[src/rtl/mem_access_ctrl_pkg.sv]
// Shared encodings for the MEM-stage load/store path: exception codes
// returned to cpu_ctrl and the access-size codes carried by req_size.
package mem_access_ctrl_pkg;

    localparam int ISA_EXP_W = 4;

    localparam logic [ISA_EXP_W-1:0] ISA_EXP_NONE            = 4'd0;
    localparam logic [ISA_EXP_W-1:0] ISA_EXP_LD_MISALIGNED   = 4'd4;
    localparam logic [ISA_EXP_W-1:0] ISA_EXP_LD_ACCESS_FAULT = 4'd5;
    localparam logic [ISA_EXP_W-1:0] ISA_EXP_ST_MISALIGNED   = 4'd6;
    localparam logic [ISA_EXP_W-1:0] ISA_EXP_ST_ACCESS_FAULT = 4'd7;

    // Size code 2'b11 is not a legal encoding and is handled as a word.
    localparam logic [1:0] MEM_SIZE_B = 2'b00;
    localparam logic [1:0] MEM_SIZE_H = 2'b01;
    localparam logic [1:0] MEM_SIZE_W = 2'b10;

endpackage

[src/rtl/mem_access_ctrl_lsu_align.sv]
// Byte-lane steering for the load/store unit: alignment check, byte
// enables, store-data lane replication and load extraction/extension.
// Purely combinational so a store buffer can reuse it unchanged.
module mem_access_ctrl_lsu_align (
    input  logic [1:0]  size,
    input  logic [1:0]  addr_lo,
    input  logic        is_unsigned,
    input  logic [31:0] wdata,
    input  logic [31:0] rdata,
    output logic        misaligned,
    output logic [3:0]  be,
    output logic [31:0] wdata_rep,
    output logic [31:0] ld_data
);
    import mem_access_ctrl_pkg::*;

    logic [31:0] lane;

    // Bring the addressed byte/half down to bit 0 before extension.
    assign lane = rdata >> {addr_lo, 3'b000};

    // Store side: alignment, byte enables and replicated write data.
    always_comb begin
        // NOTE: every output gets a default before the case so no path
        // leaves a value unassigned, which would otherwise infer a latch.
        misaligned = 1'b0;
        be         = 4'b1111;
        wdata_rep  = wdata;
        case (size)
            MEM_SIZE_B: begin
                be        = 4'b0001 << addr_lo;
                wdata_rep = {4{wdata[7:0]}};
            end
            MEM_SIZE_H: begin
                misaligned = addr_lo[0];
                be         = 4'b0011 << addr_lo;
                wdata_rep  = {2{wdata[15:0]}};
            end
            default: begin
                misaligned = |addr_lo;
            end
        endcase
    end

    // Load side: pick the lane and sign- or zero-extend it.
    always_comb begin
        ld_data = lane;
        case (size)
            MEM_SIZE_B: ld_data = is_unsigned ? {24'h0, lane[7:0]}
                                              : {{24{lane[7]}}, lane[7:0]};
            MEM_SIZE_H: ld_data = is_unsigned ? {16'h0, lane[15:0]}
                                              : {{16{lane[15]}}, lane[15:0]};
            default:    ld_data = lane;
        endcase
    end

endmodule

[src/rtl/mem_access_ctrl.sv]
// MEM-stage load/store sequencer. Accepts one decoded access per
// instruction, runs the req/gnt/rvalid data-bus handshake, stalls the
// pipeline until the access resolves and returns extended load data plus
// an exception code with a one-cycle done pulse.
module mem_access_ctrl #(
    parameter int TIMEOUT = 16,
    parameter int EXP_W   = 4
) (
    input  logic             clk,
    input  logic             rst_n,
    input  logic             cpu_en,
    input  logic             flush,
    input  logic             req_valid,
    input  logic             req_we,
    input  logic [1:0]       req_size,
    input  logic             req_unsigned,
    input  logic [31:0]      req_addr,
    input  logic [31:0]      req_wdata,
    output logic             bus_req,
    output logic             bus_we,
    output logic [31:0]      bus_addr,
    output logic [3:0]       bus_be,
    output logic [31:0]      bus_wdata,
    input  logic             bus_gnt,
    input  logic             bus_rvalid,
    input  logic [31:0]      bus_rdata,
    input  logic             bus_err,
    output logic             stall_req,
    output logic             done,
    output logic [31:0]      ld_data,
    output logic [EXP_W-1:0] exp_code
);
    import mem_access_ctrl_pkg::*;

    localparam logic [1:0] ST_IDLE = 2'd0;
    localparam logic [1:0] ST_REQ  = 2'd1;
    localparam logic [1:0] ST_WAIT = 2'd2;
    localparam logic [1:0] ST_DONE = 2'd3;

    localparam int             CNT_W    = $clog2(TIMEOUT);
    localparam logic [CNT_W-1:0] CNT_LAST = CNT_W'(TIMEOUT - 1);

    logic [1:0]       state;
    logic [CNT_W-1:0] cnt;
    logic             discard;     // granted access flushed: finish on bus, report nothing
    logic [1:0]       size_q;
    logic [1:0]       lane_q;
    logic             uns_q;
    logic [EXP_W-1:0] exc_q;
    logic [31:0]      ld_q;

    logic             in_idle;
    logic             accept;
    logic             timeout_hit;
    logic [1:0]       al_size;
    logic [1:0]       al_lo;
    logic             misaligned;
    logic [3:0]       be;
    logic [31:0]      wdata_rep;
    logic [31:0]      ld_ext;
    logic [EXP_W-1:0] fault_code;

    assign in_idle     = (state == ST_IDLE);
    assign accept      = cpu_en & req_valid & ~flush;
    assign timeout_hit = (cnt == CNT_LAST);
    assign fault_code  = bus_we ? EXP_W'(ISA_EXP_ST_ACCESS_FAULT)
                                : EXP_W'(ISA_EXP_LD_ACCESS_FAULT);

    // The aligner sees the incoming request while idle (store steering,
    // alignment) and the latched access afterwards (load extraction).
    assign al_size = in_idle ? req_size     : size_q;
    assign al_lo   = in_idle ? req_addr[1:0] : lane_q;

    mem_access_ctrl_lsu_align u_lsu_align (
        .size        (al_size),
        .addr_lo     (al_lo),
        .is_unsigned (uns_q),
        .wdata       (req_wdata),
        .rdata       (bus_rdata),
        .misaligned  (misaligned),
        .be          (be),
        .wdata_rep   (wdata_rep),
        .ld_data     (ld_ext)
    );

    assign stall_req = (in_idle & accept) | (state == ST_REQ) | (state == ST_WAIT);
    assign done      = (state == ST_DONE);
    assign ld_data   = ld_q;
    assign exp_code  = done ? exc_q : EXP_W'(ISA_EXP_NONE);

    // Access sequencer: state, timeout counter and all registered bus/result outputs.
    always_ff @(posedge clk or negedge rst_n) begin
        if (!rst_n) begin
            state     <= ST_IDLE;
            cnt       <= '0;
            discard   <= 1'b0;
            bus_req   <= 1'b0;
            bus_we    <= 1'b0;
            bus_addr  <= '0;
            bus_be    <= '0;
            bus_wdata <= '0;
            size_q    <= MEM_SIZE_B;
            lane_q    <= '0;
            uns_q     <= 1'b0;
            exc_q     <= EXP_W'(ISA_EXP_NONE);
            ld_q      <= '0;
        end else if (cpu_en) begin
            // NOTE: sequential state uses non-blocking assignments so every
            // branch below reads the pre-edge values of cnt, discard and bus_we.
            case (state)
                ST_IDLE: begin
                    if (accept) begin
                        cnt     <= '0;
                        discard <= 1'b0;
                        ld_q    <= '0;
                        if (misaligned) begin
                            state <= ST_DONE;
                            exc_q <= req_we ? EXP_W'(ISA_EXP_ST_MISALIGNED)
                                            : EXP_W'(ISA_EXP_LD_MISALIGNED);
                        end else begin
                            state     <= ST_REQ;
                            bus_req   <= 1'b1;
                            bus_we    <= req_we;
                            bus_addr  <= {req_addr[31:2], 2'b00};
                            bus_be    <= be;
                            bus_wdata <= wdata_rep;
                            size_q    <= req_size;
                            lane_q    <= req_addr[1:0];
                            uns_q     <= req_unsigned;
                            exc_q     <= EXP_W'(ISA_EXP_NONE);
                        end
                    end
                end
                ST_REQ: begin
                    cnt <= cnt + 1'b1;
                    if (flush && !bus_gnt) begin
                        // Nothing reached the bus yet: drop it silently.
                        state   <= ST_IDLE;
                        bus_req <= 1'b0;
                    end else if (timeout_hit) begin
                        // Timeout wins over a same-cycle grant; its late
                        // response lands in IDLE/DONE and is ignored.
                        bus_req <= 1'b0;
                        if (flush) begin
                            state <= ST_IDLE;
                        end else begin
                            state <= ST_DONE;
                            exc_q <= fault_code;
                        end
                    end else if (bus_gnt) begin
                        state   <= ST_WAIT;
                        bus_req <= 1'b0;
                        discard <= flush;
                    end
                end
                ST_WAIT: begin
                    cnt <= cnt + 1'b1;
                    if (bus_rvalid || timeout_hit) begin
                        if (discard || flush) begin
                            state <= ST_IDLE;
                        end else begin
                            state <= ST_DONE;
                            if (bus_rvalid && !bus_err) begin
                                ld_q <= bus_we ? 32'h0 : ld_ext;
                            end else begin
                                exc_q <= fault_code;
                            end
                        end
                    end else if (flush) begin
                        discard <= 1'b1;
                    end
                end
                ST_DONE: begin
                    state <= ST_IDLE;
                end
                default: begin
                    state <= ST_IDLE;
                end
            endcase
        end
    end

endmodule

[config.mk]
export PLATFORM = sky130hd
export DESIGN_NAME = mem_access_ctrl
export DESIGN_NICKNAME = d
export VERILOG_FILES = /design/src/rtl/mem_access_ctrl_pkg.sv /design/src/rtl/mem_access_ctrl_lsu_align.sv /design/src/rtl/mem_access_ctrl.sv
export SDC_FILE = /design/constraint.sdc
export NUM_CORES = 1
export LEC_CHECK = 0
export CORE_UTILIZATION = 50
export CTS_CLUSTER_DIAMETER = 40
export DETAILED_ROUTE_END_ITERATION = 16
export GPL_ROUTABILITY_DRIVEN = 0
export PLACE_DENSITY_LB_ADDON = 0.08
export SYNTH_ARGS = -nofsm -noshare
export SYNTH_HDL_FRONTEND = slang
export SYNTH_HIERARCHICAL = 1
export SYNTH_SLANG_ARGS = --single-unit
[constraint.sdc]
create_clock -name clk -period 5.18 [get_ports clk]
set_input_delay 1.036 -clock clk [delete_from_list [all_inputs] [get_ports clk]]
set_output_delay 1.036 -clock clk [all_outputs]
set_load 0.02 [all_outputs]
Yosys cells after proc, flatten, opt, wreduce, memory -nomap -nowiden
Cells that the tools add are included.

$add $sub $neg: 1. Equal/unequal tests: 19. Shift operators: 3. Mux-type cells: 50. Bitwise operators: 7. Reductions and logical operators: 21.

Operators by type and width (count): two-way mux 32 bit (7); case mux 32 bit (2 select lines) (3); two-way mux 4 bit (9); >> shifter 32 x 5 -> 32 bit (1); two-way mux 2 bit (12); != test 2 bit (second input constant) (10); case mux 4 bit (2 select lines) (2); case mux 4 bit (3 select lines) (1); two-way mux 1 bit (11); AND reduction 9 bit (1); case mux 2 bit (4 select lines) (1); AND reduction 4 bit (2); AND reduction 8 bit (1); != test 2 x 1 -> 1 bit (second input constant) (3); AND reduction 6 bit (1); nonzero test 2 bit (3); AND reduction 5 bit (1); adder 4 x 1 -> 4 bit (second input constant) (1); equality test 2 x 1 -> 1 bit (second input constant) (2); equality test 2 bit (second input constant) (2); equality test 4 bit (second input constant) (1); zero test 2 bit (2); != test 4 x 3 -> 1 bit (second input constant) (1); case mux 1 bit (2 select lines) (2); other kinds (13) (21).

Bits in registers: 116. Input port bits: 108. Output and inout bits: 108. Word-level logic and storage cells: 114.

Logic depth before layout (Yosys ltp)
Gate-level depths: netlist of the first run.

Word-level depth: 10. Mapped depth: 14. Depth with buffers taken out: 8.

Cells and area by module
Netlist of the first run, hierarchy kept.

Modules (own cells, without submodules): mem_access_ctrl (times used 1, cells an instance 388, area an instance 4976.0 um2, sequential area each 2877.8 um2); mem_access_ctrl_lsu_align (times used 1, cells an instance 199, area an instance 1336.3 um2, sequential area each 0.0 um2).

Worst setup path before layout of the first run
No wires, ideal clock.

Path kind: input-to-reg. Start: in req_addr[1]. End: reg lane_q[0]. Setup time: 0.125 ns. Arrival time: 2.906 ns. Data required time: 5.055 ns. Setup slack: 2.149 ns. Stages on the path: 10. Path buffers: 5. Path through: mux2_2 buf_2 clkbuf_1 buf_2 o21ai_0 nand2_1 nor2_1 buf_2 buf_2 mux2_2.

Cells in the longest elaborated chain, start to end: 5.

RTL lines: from (decl) (line mem_access_ctrl.sv:17) `input logic [31:0] req_addr,`; two-way mux 2 bit (line mem_access_ctrl.sv:72) `assign al_lo = in_idle ? req_addr[1:0] : lane_q;`; OR reduction 2 bit (line mem_access_ctrl_lsu_align.sv:40) `misaligned = |addr_lo;`; case mux 1 bit (2 select lines) (line mem_access_ctrl_lsu_align.sv:29) `case (size)`; via misaligned (line mem_access_ctrl.sv:57) `logic misaligned;`; inverter 1 bit (no line); AND reduction 4 bit (no line); to (signal assigned) (line mem_access_ctrl.sv:128) `lane_q <= req_addr[1:0];`; to (decl) (line mem_access_ctrl.sv:47) `logic [1:0] lane_q;`.

The timed path passes the listed nets, and every way through them passes these cells. A chain may end at the register's enable or synchronous reset.

Worst setup path after layout of the first run
Start: in flush. End: out stall_req.

Cells in the longest elaborated chain, start to end: 5.

RTL lines: from (decl) (line mem_access_ctrl.sv:12) `input logic flush,`; inverter 1 bit (line mem_access_ctrl.sv:64) `assign accept = cpu_en & req_valid & ~flush;`; bitwise AND 1 bit (line mem_access_ctrl.sv:64); bitwise AND 1 bit (line mem_access_ctrl.sv:86) `assign stall_req = (in_idle & accept) | (state == ST_REQ) | (state == ST_WAIT);`; OR 1 bit (2 in a row) (line mem_access_ctrl.sv:86); to (decl) (line mem_access_ctrl.sv:28) `output logic stall_req,`.

No other way between the ends.

==> impl_metrics.sql, run 1 <==
INSERT INTO impl_metrics (metric_group, metric, value, unit) VALUES
('synth', 'yosysWarnings', '6', ''),
('synth', 'synth.largest_area_cell', 'sky130_fd_sc_hd__dfrtp_1', ''),
('timing', 'timing.slew.headroom', '15.3', '%'),
('synth', 'yosys-top-cells-count', 'sky130_fd_sc_hd__dfrtp_1, sky130_fd_sc_hd__nand2_1, sky130_fd_sc_hd__mux2_2', ''),
('detailed_routing', 'detail_route.first_pass.iterations', '5', ''),
('pwr', 'peakVddDrop', '0.320', 'mV'),
('clocking', 'clk_root_buf', 'sky130_fd_sc_hd__clkbuf_16', ''),
('timing', 'max_freq', '269', 'MHz'),
('synth', 'synth_async_sr_flop_share', '100', '%'),
('final_layout', 'layout.nets', '886', ''),
('clocking', 'postCtsSetupRepairBufs', '0', ''),
('critical_path', 'crit_path_start', 'flush', ''),
('run_status', 'status', 'complete, no violations', ''),
('global_route', 'grt-ovfl-total', '0', ''),
('synth', 'ys_types', '55', ''),
('detailed_routing', 'antenna_left', '0', ''),
('timing', 'drv_slew', '0', ''),
('critical_path', 'criticalPathCategory', 'primary input to output pin', ''),
('critical_path', 'critPathMaxStageDelay', '600', 'ps'),
('clocking', 'cts_resized', '0', ''),
('synth', 'synth_edf_count', '0', ''),
('detailed_routing', 'detail_route.wirelength.met1', '6.76', 'mm'),
('final_layout', 'final_layout_size_suffix_gt1_share', '17.0', '%'),
('critical_path', 'r2r-start', 'state[1]', ''),
('critical_path', 'worst-endpoint-arrival', '2680', 'ps'),
('synth', 'yosysMostFrequentCell', 'sky130_fd_sc_hd__dfrtp_1', ''),
('pwr', 'static_power_due_to_leakage', '3.80', 'nW'),
('clocking', 'cts.reportedPaths.clkPinSlew', '50', 'ps'),
('detailed_routing', 'post_drt_via_cell_ratio', '5.32', ''),
('clocking', 'inserted_clock_buffers', '17', ''),
('final_layout', 'multiInputGateArea', '2970', 'sq um'),
('placed_design', 'dpl.hpwl', '11.5', 'mm'),
('critical_path', 'setup.worst_path.start_class', 'primary input', ''),
('global_route', 'grtUsageTotal', '26.5', '%'),
('min_path', 'hold_path.class', 'flop to flop', ''),
('synth', 'netlist_instances', '587', ''),
('detailed_routing', 'top_routing_layer_in_use', 'met4', ''),
('critical_path', 'timing.critical_path.fanout_max', '10', ''),
('global_route', 'wire_length_of_the_first_global_routing_pass', '26.4', 'mm'),
('final_layout', 'antenna_cells', '0', ''),
('die', 'num_rows', '40', ''),
('synth', 'synth.yosys.seq_area_share', '45.6', '%'),
('detailed_routing', 'post-route-drc-count', '0', ''),
('die', 'initial_utilization', '51.9', '%'),
('critical_path', 'reg2reg_end', 'bus_addr[31]', ''),
('synth', 'post_synth.cell_area_avg', '10.8', 'sq um'),
('timing', 'final.hold.worst_slack', '481', 'ps'),
('timing', 'period_needed', '3720', 'ps'),
('die', 'die_area', '13100', 'sq um'),
('critical_path', 'timing.critical_path.mode_cell', 'sky130_fd_sc_hd__clkdlybuf4s50_1', ''),
('clocking', 'ctsLongestPathBuffers', '2', ''),
('timing', 'setup_viol', '0', ''),
('pwr', 'power_per_cell_area', '650', 'nW/um^2'),
('clocking', 'htree_levels', '4', ''),
('critical_path', 'endpoint', 'stall_req', ''),
('clocking', 'tritoncts', 'built', ''),
('clocking', 'clock-sinks', '115', ''),
('synth', 'portion_of_synthesized_cell_area_occupied_by_the_leading_cell_type', '45.6', '%'),
('detailed_routing', 'post_drt_wl_per_cell', '17.3', 'microns'),
('critical_path', 'cp.required', '4140', 'ps'),
('detailed_routing', 'vias', '5077', ''),
('timing', 'max_slew.worst_pin.slew', '1270', 'ps'),
('detailed_routing', 'first_iter_violations', '290', ''),
('critical_path', 'ff2ff_path_depth', '8', ''),
('detailed_routing', 'total_met2_wirelength_after_detailed_routing', '8.04', 'mm'),
('timing', 'max_clock_skew', '7.89', 'ps'),
('synth', 'yosys_register_bits', '115', ''),
('synth', 'ys_top_cells_by_area', 'sky130_fd_sc_hd__dfrtp_1, sky130_fd_sc_hd__mux2_2, sky130_fd_sc_hd__mux2i_1, sky130_fd_sc_hd__nand2_1, sky130_fd_sc_hd__mux2_1', ''),
('detailed_routing', 'drt_wl_total', '16.5', 'mm'),
('critical_path', 'crit_slowest_cell', 'sky130_fd_sc_hd__clkdlybuf4s50_1', ''),
('clocking', 'ctsHoldBuffers', '0', '');
-- layer usage --
layer	up-vias	global-route usage, %
met5	-	0
met4	0	10.6
met3	30	9.53
met2	212	43.6
met1	2459	31.7
li1	2376	-
-- flip-flops by register name (all words and copies together), names as in the netlist --
| name | flops |
|---|---|
| lane_q | 2 |
| cnt | 4 |
| ld_data | 32 |
| bus_be | 4 |
| size_q | 2 |
| state | 2 |
| exc_q | 3 |
| bus_we | 1 |
| discard | 1 |
| bus_req | 1 |
| bus_addr | 30 |
| bus_wdata | 32 |
| uns_q | 1 |
-- metrics by stage --
| stage | util [%] | setup slack (ps) | power [W] | std cells | cell area (sq um) |
|---|---|---|---|---|---|
| after floorplan | - | 2150 | 0.00350 | 589 | 6320 |
| after global placement | 68.7 | 1350 | 0.00456 | 922 | 8350 |
| after detailed placement | 68.7 | 1270 | 0.00464 | 922 | 8350 |
| after CTS | 73.5 | 1480 | 0.00584 | 954 | 8940 |
| after global routing | 73.5 | 1380 | 0.00615 | 954 | 8940 |
| final | 73.5 | 1460 | 0.00581 | 954 | 8940 |
-- cell usage in the layout, fill, tap and decap left out, drive strengths merged, types with 2 or more instances in the layout --
| master | Yosys | layout |
|---|---|---|
| clkbuf | 13 | 22 |
| o21ai | 19 | 19 |
| inv | 41 | 41 |
| clkinv | 0 | 7 |
| dfrtp | 115 | 115 |
| mux2i | 48 | 48 |
| or2 | 3 | 3 |
| nor2 | 11 | 11 |
| bufinv | 0 | 3 |
| o21a | 2 | 2 |
| a21oi | 18 | 18 |
| mux2 | 98 | 98 |
| a31oi | 3 | 3 |
| a22o | 2 | 2 |
| clkdlybuf4s50 | 0 | 211 |
| ha | 5 | 5 |
| a2bb2oi | 8 | 8 |
| o31ai | 2 | 2 |
| and2 | 2 | 2 |
| o311ai | 3 | 3 |
| a211oi | 7 | 7 |
| o2111ai | 3 | 3 |
| nand2b | 2 | 2 |
| o21bai | 2 | 2 |
| nor4 | 2 | 2 |
| or4 | 2 | 2 |
| nand2 | 95 | 95 |
| conb | 1 | 3 |
| nor2b | 12 | 12 |
| nand3 | 18 | 18 |
| buf | 37 | 4 |
-- kinds of logic (layout without fill, tap and decap cells) --
group / count (synthesis) / after routing / share of synthesized area (%)
AND/OR/NAND/NOR: 154 / 154 / 11.9
multiplexers: 146 / 146 / 25.2
flip-flops: 115 / 115 / 45.6
buffers and inverters: 91 / 288 / 7.67
AO/OA/AOI/OAI: 75 / 75 / 8.66
adder cells (fa/ha/maj): 5 / 5 / 0.991
other: 1 / 3 / 0.0594
-- cell type report --
cell class	instances	share of cell area (%)
Tap cell	168	2.35
Timing Repair Buffer	215	24.0
Clock inverter	10	1.48
Sequential cell	115	32.2
Clock buffer	22	5.08
Inverter	41	1.72
Multi-Input combinational cell	383	33.2
-- report_power, final --
group          switching (W)  internal, W  leakage, nW
sequential          0.000244      0.00131         1.46
clock               0.000400     0.000765        0.292
combinational        0.00163      0.00145         2.05
total                0.00228      0.00353         3.80
-- worst min path at each step --
stage | startpoint | to | slack [ps] | depth (start not counted)
final | bus_addr[20] | bus_addr[20] | 480 | 1
after CTS | bus_addr[20] | bus_addr[20] | 490 | 1
after global routing | bus_addr[16] | bus_addr[16] | 500 | 1
after global placement | bus_addr[4] | bus_addr[4] | 470 | 1
after floorplan | exc_q[0] | exc_q[0] | 470 | 1
after detailed placement | bus_addr[20] | bus_addr[20] | 470 | 1
-- worst max-delay path: cells and delay by family --
kind / cells / cell delay (ps)
simple gates: 2 / 480
buf+inv: 2 / 1160
No activity file was read; power rests on OpenSTA's default activity.
==> run 2: changes to the inputs <==
--- a/config.mk
+++ b/config.mk
@@ -5,7 +5,7 @@
 export SDC_FILE = /design/constraint.sdc
 export NUM_CORES = 1
 export LEC_CHECK = 0
-export CORE_UTILIZATION = 50
+export CORE_UTILIZATION = 42
 export CTS_CLUSTER_DIAMETER = 40
 export DETAILED_ROUTE_END_ITERATION = 16
 export GPL_ROUTABILITY_DRIVEN = 0
==> constraint.sdc (replaced) <==
create_clock -name clk -period 3.07 [get_ports clk]
set_input_delay 0.614 -clock clk [delete_from_list [all_inputs] [get_ports clk]]
set_output_delay 0.614 -clock clk [all_outputs]
set_load 0.02 [all_outputs]
==> impl_metrics.sql, run 2 (synthesis gave the netlist of run 1 again) <==
INSERT INTO impl_metrics (metric_group, metric, value, unit) VALUES
('run_status', 'status', 'complete, no violations', ''),
('clocking', 'postCtsSetupRepairBufs', '0', ''),
('die', 'die_area', '15500', 'sq um'),
('clocking', 'ctsHoldBuffers', '0', ''),
('detailed_routing', 'antenna_left', '0', ''),
('global_route', 'grt_max_degree', '69', ''),
('pwr', 'power.internal', '0.00608', 'W'),
('pwr', 'peakVddDrop', '0.562', 'mV'),
('timing', 'report.final.hold_viol_count', '0', ''),
('timing', 'unrepaired_setup_endpoints_after_global_routing', 'no', ''),
('detailed_routing', 'drt_wl_total', '17.1', 'mm'),
('die', 'die_w', '125', 'microns'),
('timing', 'max_slew.worst_pin.slew', '662', 'ps'),
('clocking', 'cts.reportedPaths.clkPinSlew', '50', 'ps'),
('die', 'initial_utilization', '43.3', '%'),
('critical_path', 'critical_path.top_delay_family', 'buffers and inverters', ''),
('detailed_routing', 'post-route-drc-count', '0', ''),
('clocking', 'htree_levels', '4', ''),
('pwr', 'power_share_of_the_clock_group', '20.3', '%'),
('detailed_routing', 'post_drt_via_cell_ratio', '5.17', ''),
('clocking', 'inserted_clock_buffers', '17', ''),
('timing', 'period_needed', '2850', 'ps'),
('die', 'chip_height', '125', 'microns'),
('critical_path', 'setup.worst_path.start_class', 'flop', ''),
('pwr', 'power_per_cell_area', '1100', 'nW/um^2'),
('clocking', 'clock-sinks', '115', ''),
('die', 'io_pins', '216', ''),
('detailed_routing', 'detail_route.first_pass.iterations', '5', ''),
('critical_path', 'crit_slowest_cell', 'sky130_fd_sc_hd__clkdlybuf4s50_1', ''),
('final_layout', 'fill_cells', '1200', ''),
('die', 'coreArea', '14600', 'sq um'),
('die', 'num_rows', '44', ''),
('timing', 'timing.slew.headroom', '55.9', '%'),
('pwr', 'netSwitchingPower', '0.00394', 'W'),
('detailed_routing', 'first_iter_violations', '232', ''),
('final_layout', 'layout_common_cells', 'sky130_fd_sc_hd__clkdlybuf4s50_1, sky130_fd_sc_hd__dfrtp_1, sky130_fd_sc_hd__nand2_1, sky130_fd_sc_hd__mux2_2, sky130_fd_sc_hd__mux2i_1', ''),
('critical_path', 'timing.critical_path.depth', '6', ''),
('clocking', 'clk_root_buf', 'sky130_fd_sc_hd__clkbuf_16', ''),
('clocking', 'tritoncts', 'built', ''),
('critical_path', 'worst-endpoint-arrival', '2240', 'ps'),
('pwr', 'p_seq_share', '26.1', '%'),
('final_layout', 'commonest_non_fill_non_tap_cell_in_the_layout', 'sky130_fd_sc_hd__clkdlybuf4s50_1', ''),
('critical_path', 'critPathBufInv', '3', ''),
('pwr', 'sw_frac_of_total', '39.4', '%'),
('critical_path', 'cp.required', '2460', 'ps'),
('timing', 'final.hold.worst_slack', '218', 'ps'),
('critical_path', 'criticalPathCategory', 'flop to output pin', ''),
('placed_design', 'io_buffer_count', '212', ''),
('pwr', 'static_power_due_to_leakage', '3.88', 'nW'),
('critical_path', 'ff2ff_path_depth', '8', ''),
('global_route', 'wire_length_of_the_first_global_routing_pass', '27.8', 'mm'),
('pwr', 'p_comb_share', '53.6', '%'),
('global_route', 'grtUsageTotal', '22.7', '%'),
('flow_run', 'max_cap_viol_count', '0', ''),
('global_route', 'antenna_violations_before_repair', '0', ''),
('global_route', 'grt-ovfl-total', '0', ''),
('final_layout', 'antenna_cells', '0', ''),
('clocking', 'clk_latency', '420', 'ps'),
('detailed_routing', 'vias', '5092', ''),
('critical_path', 'timing.critical_path.fanout_max', '6', ''),
('min_path', 'hold_path.class', 'primary input to async pin', ''),
('critical_path', 'critical_path_endpoint_category', 'output pin', ''),
('timing', 'max_clock_skew', '6.39', 'ps'),
('timing', 'max_freq', '350', 'MHz'),
('global_route', 'first_global_vias', '5390', ''),
('timing', 'share_of_the_clock_period_used_by_the_worst_path_after_layout', '93.0', '%'),
('critical_path', 'critPathMaxStageDelay', '600', 'ps'),
('timing', 'total_negative_slack_for_setup_checks', '0', 'ps'),
('timing', 'drv_slew', '0', ''),
('timing', 'setup_viol', '0', ''),
('critical_path', 'crit_path_cell_trace', 'inv_1 > ha_1 > buf_4 > nand4b_1 > nand2_1 > clkdlybuf4s50_1', ''),
('final_layout', 'layout.nets', '900', ''),
('clocking', 'ctsLongestPathBuffers', '2', ''),
('placed_design', 'dpl.hpwl', '11.9', 'mm'),
('final_layout', 'area_delta_synth_final', '44.6', '%'),
('final_layout', 'final_layout_size_suffix_gt1_share', '18.8', '%'),
('detailed_routing', 'post_drt_wl_per_cell', '17.4', 'microns');
run 2: cell count changes in the layout (fill, tap and decap cells not counted), sizes merged:
cell,before,now
clkbuf,22,20
clkinv,7,5
clkinvlp,0,2
inv,41,43
buf,4,18
run 2: power by group through the flow:
stage	Combinational, W	Sequential (W)	Clock, W
floorplan	0.00257	0.00333	0
global placement	0.00529	0.00259	0
detailed placement	0.00535	0.00263	0
CTS	0.00538	0.00262	0.00208
global route	0.00578	0.00272	0.00215
finish	0.00537	0.00261	0.00204
run 2: repair_timing:
item,4_1_cts,5_1_grt
resized for setup,0,1
endpoints found under the hold margin,0,0
endpoints found under the setup margin,0,1
run 2: per-stage QoR:
step | power [W] | instances | setup WS [ps] | instance area (sq um) | util, %
finish | 0.0100 | 984 | 216 | 9130 | 62.6
global route | 0.0106 | 984 | 82.4 | 9130 | 62.6
CTS | 0.0101 | 984 | 104 | 9120 | 62.5
detailed placement | 0.00798 | 952 | -47.5 | 8510 | 58.4
global placement | 0.00788 | 952 | 1.26 | 8510 | 58.4
floorplan | 0.00590 | 589 | 206 | 6320 | -
run 2: cell type report:
type                    instances  area, sq um  share of cell area, %
repair buffers                229         2280                   25.0
clock buffers                  20          447                   4.89
inverters                      41          154                   1.69
multi-input cells             383         2980                   32.6
well taps                     184          230                   2.52
flip-flops and latches        115         2880                   31.5
clock inverters                12          155                   1.70
run 2: worst reg2reg max path: stages, from the launching register on:
cell                      delay (ps)
sky130_fd_sc_hd__dfrtp_1         410
sky130_fd_sc_hd__inv_1            90
sky130_fd_sc_hd__ha_1            300
sky130_fd_sc_hd__mux2_2          450
sky130_fd_sc_hd__nand2_1         180
sky130_fd_sc_hd__nand2_1         180
sky130_fd_sc_hd__nor2_4          190
sky130_fd_sc_hd__buf_12          310
sky130_fd_sc_hd__mux2_1          450
run 2: path summary, 6_finish.rpt:
path,slack [ps],from,to
min in group clk,480,bus_addr[20],bus_addr[20]
min reg2reg,480,bus_addr[20],bus_addr[20]
min,220,rst_n,ld_data[1]
max reg2reg,400,state[0],bus_addr[16]
max in group asynchronous,2040,rst_n,bus_addr[21]
max,220,state[0],stall_req
run 2: layer usage:
layer | GRT usage [%] | vias to the layer above | share of wire (%)
li1 | - | 2405 | -
met1 | 27.5 | 2485 | 42
met4 | 9.14 | 0 | 1.8
met3 | 8.38 | 21 | 8.1
met5 | 0 | - | 0
met2 | 36.5 | 181 | 48
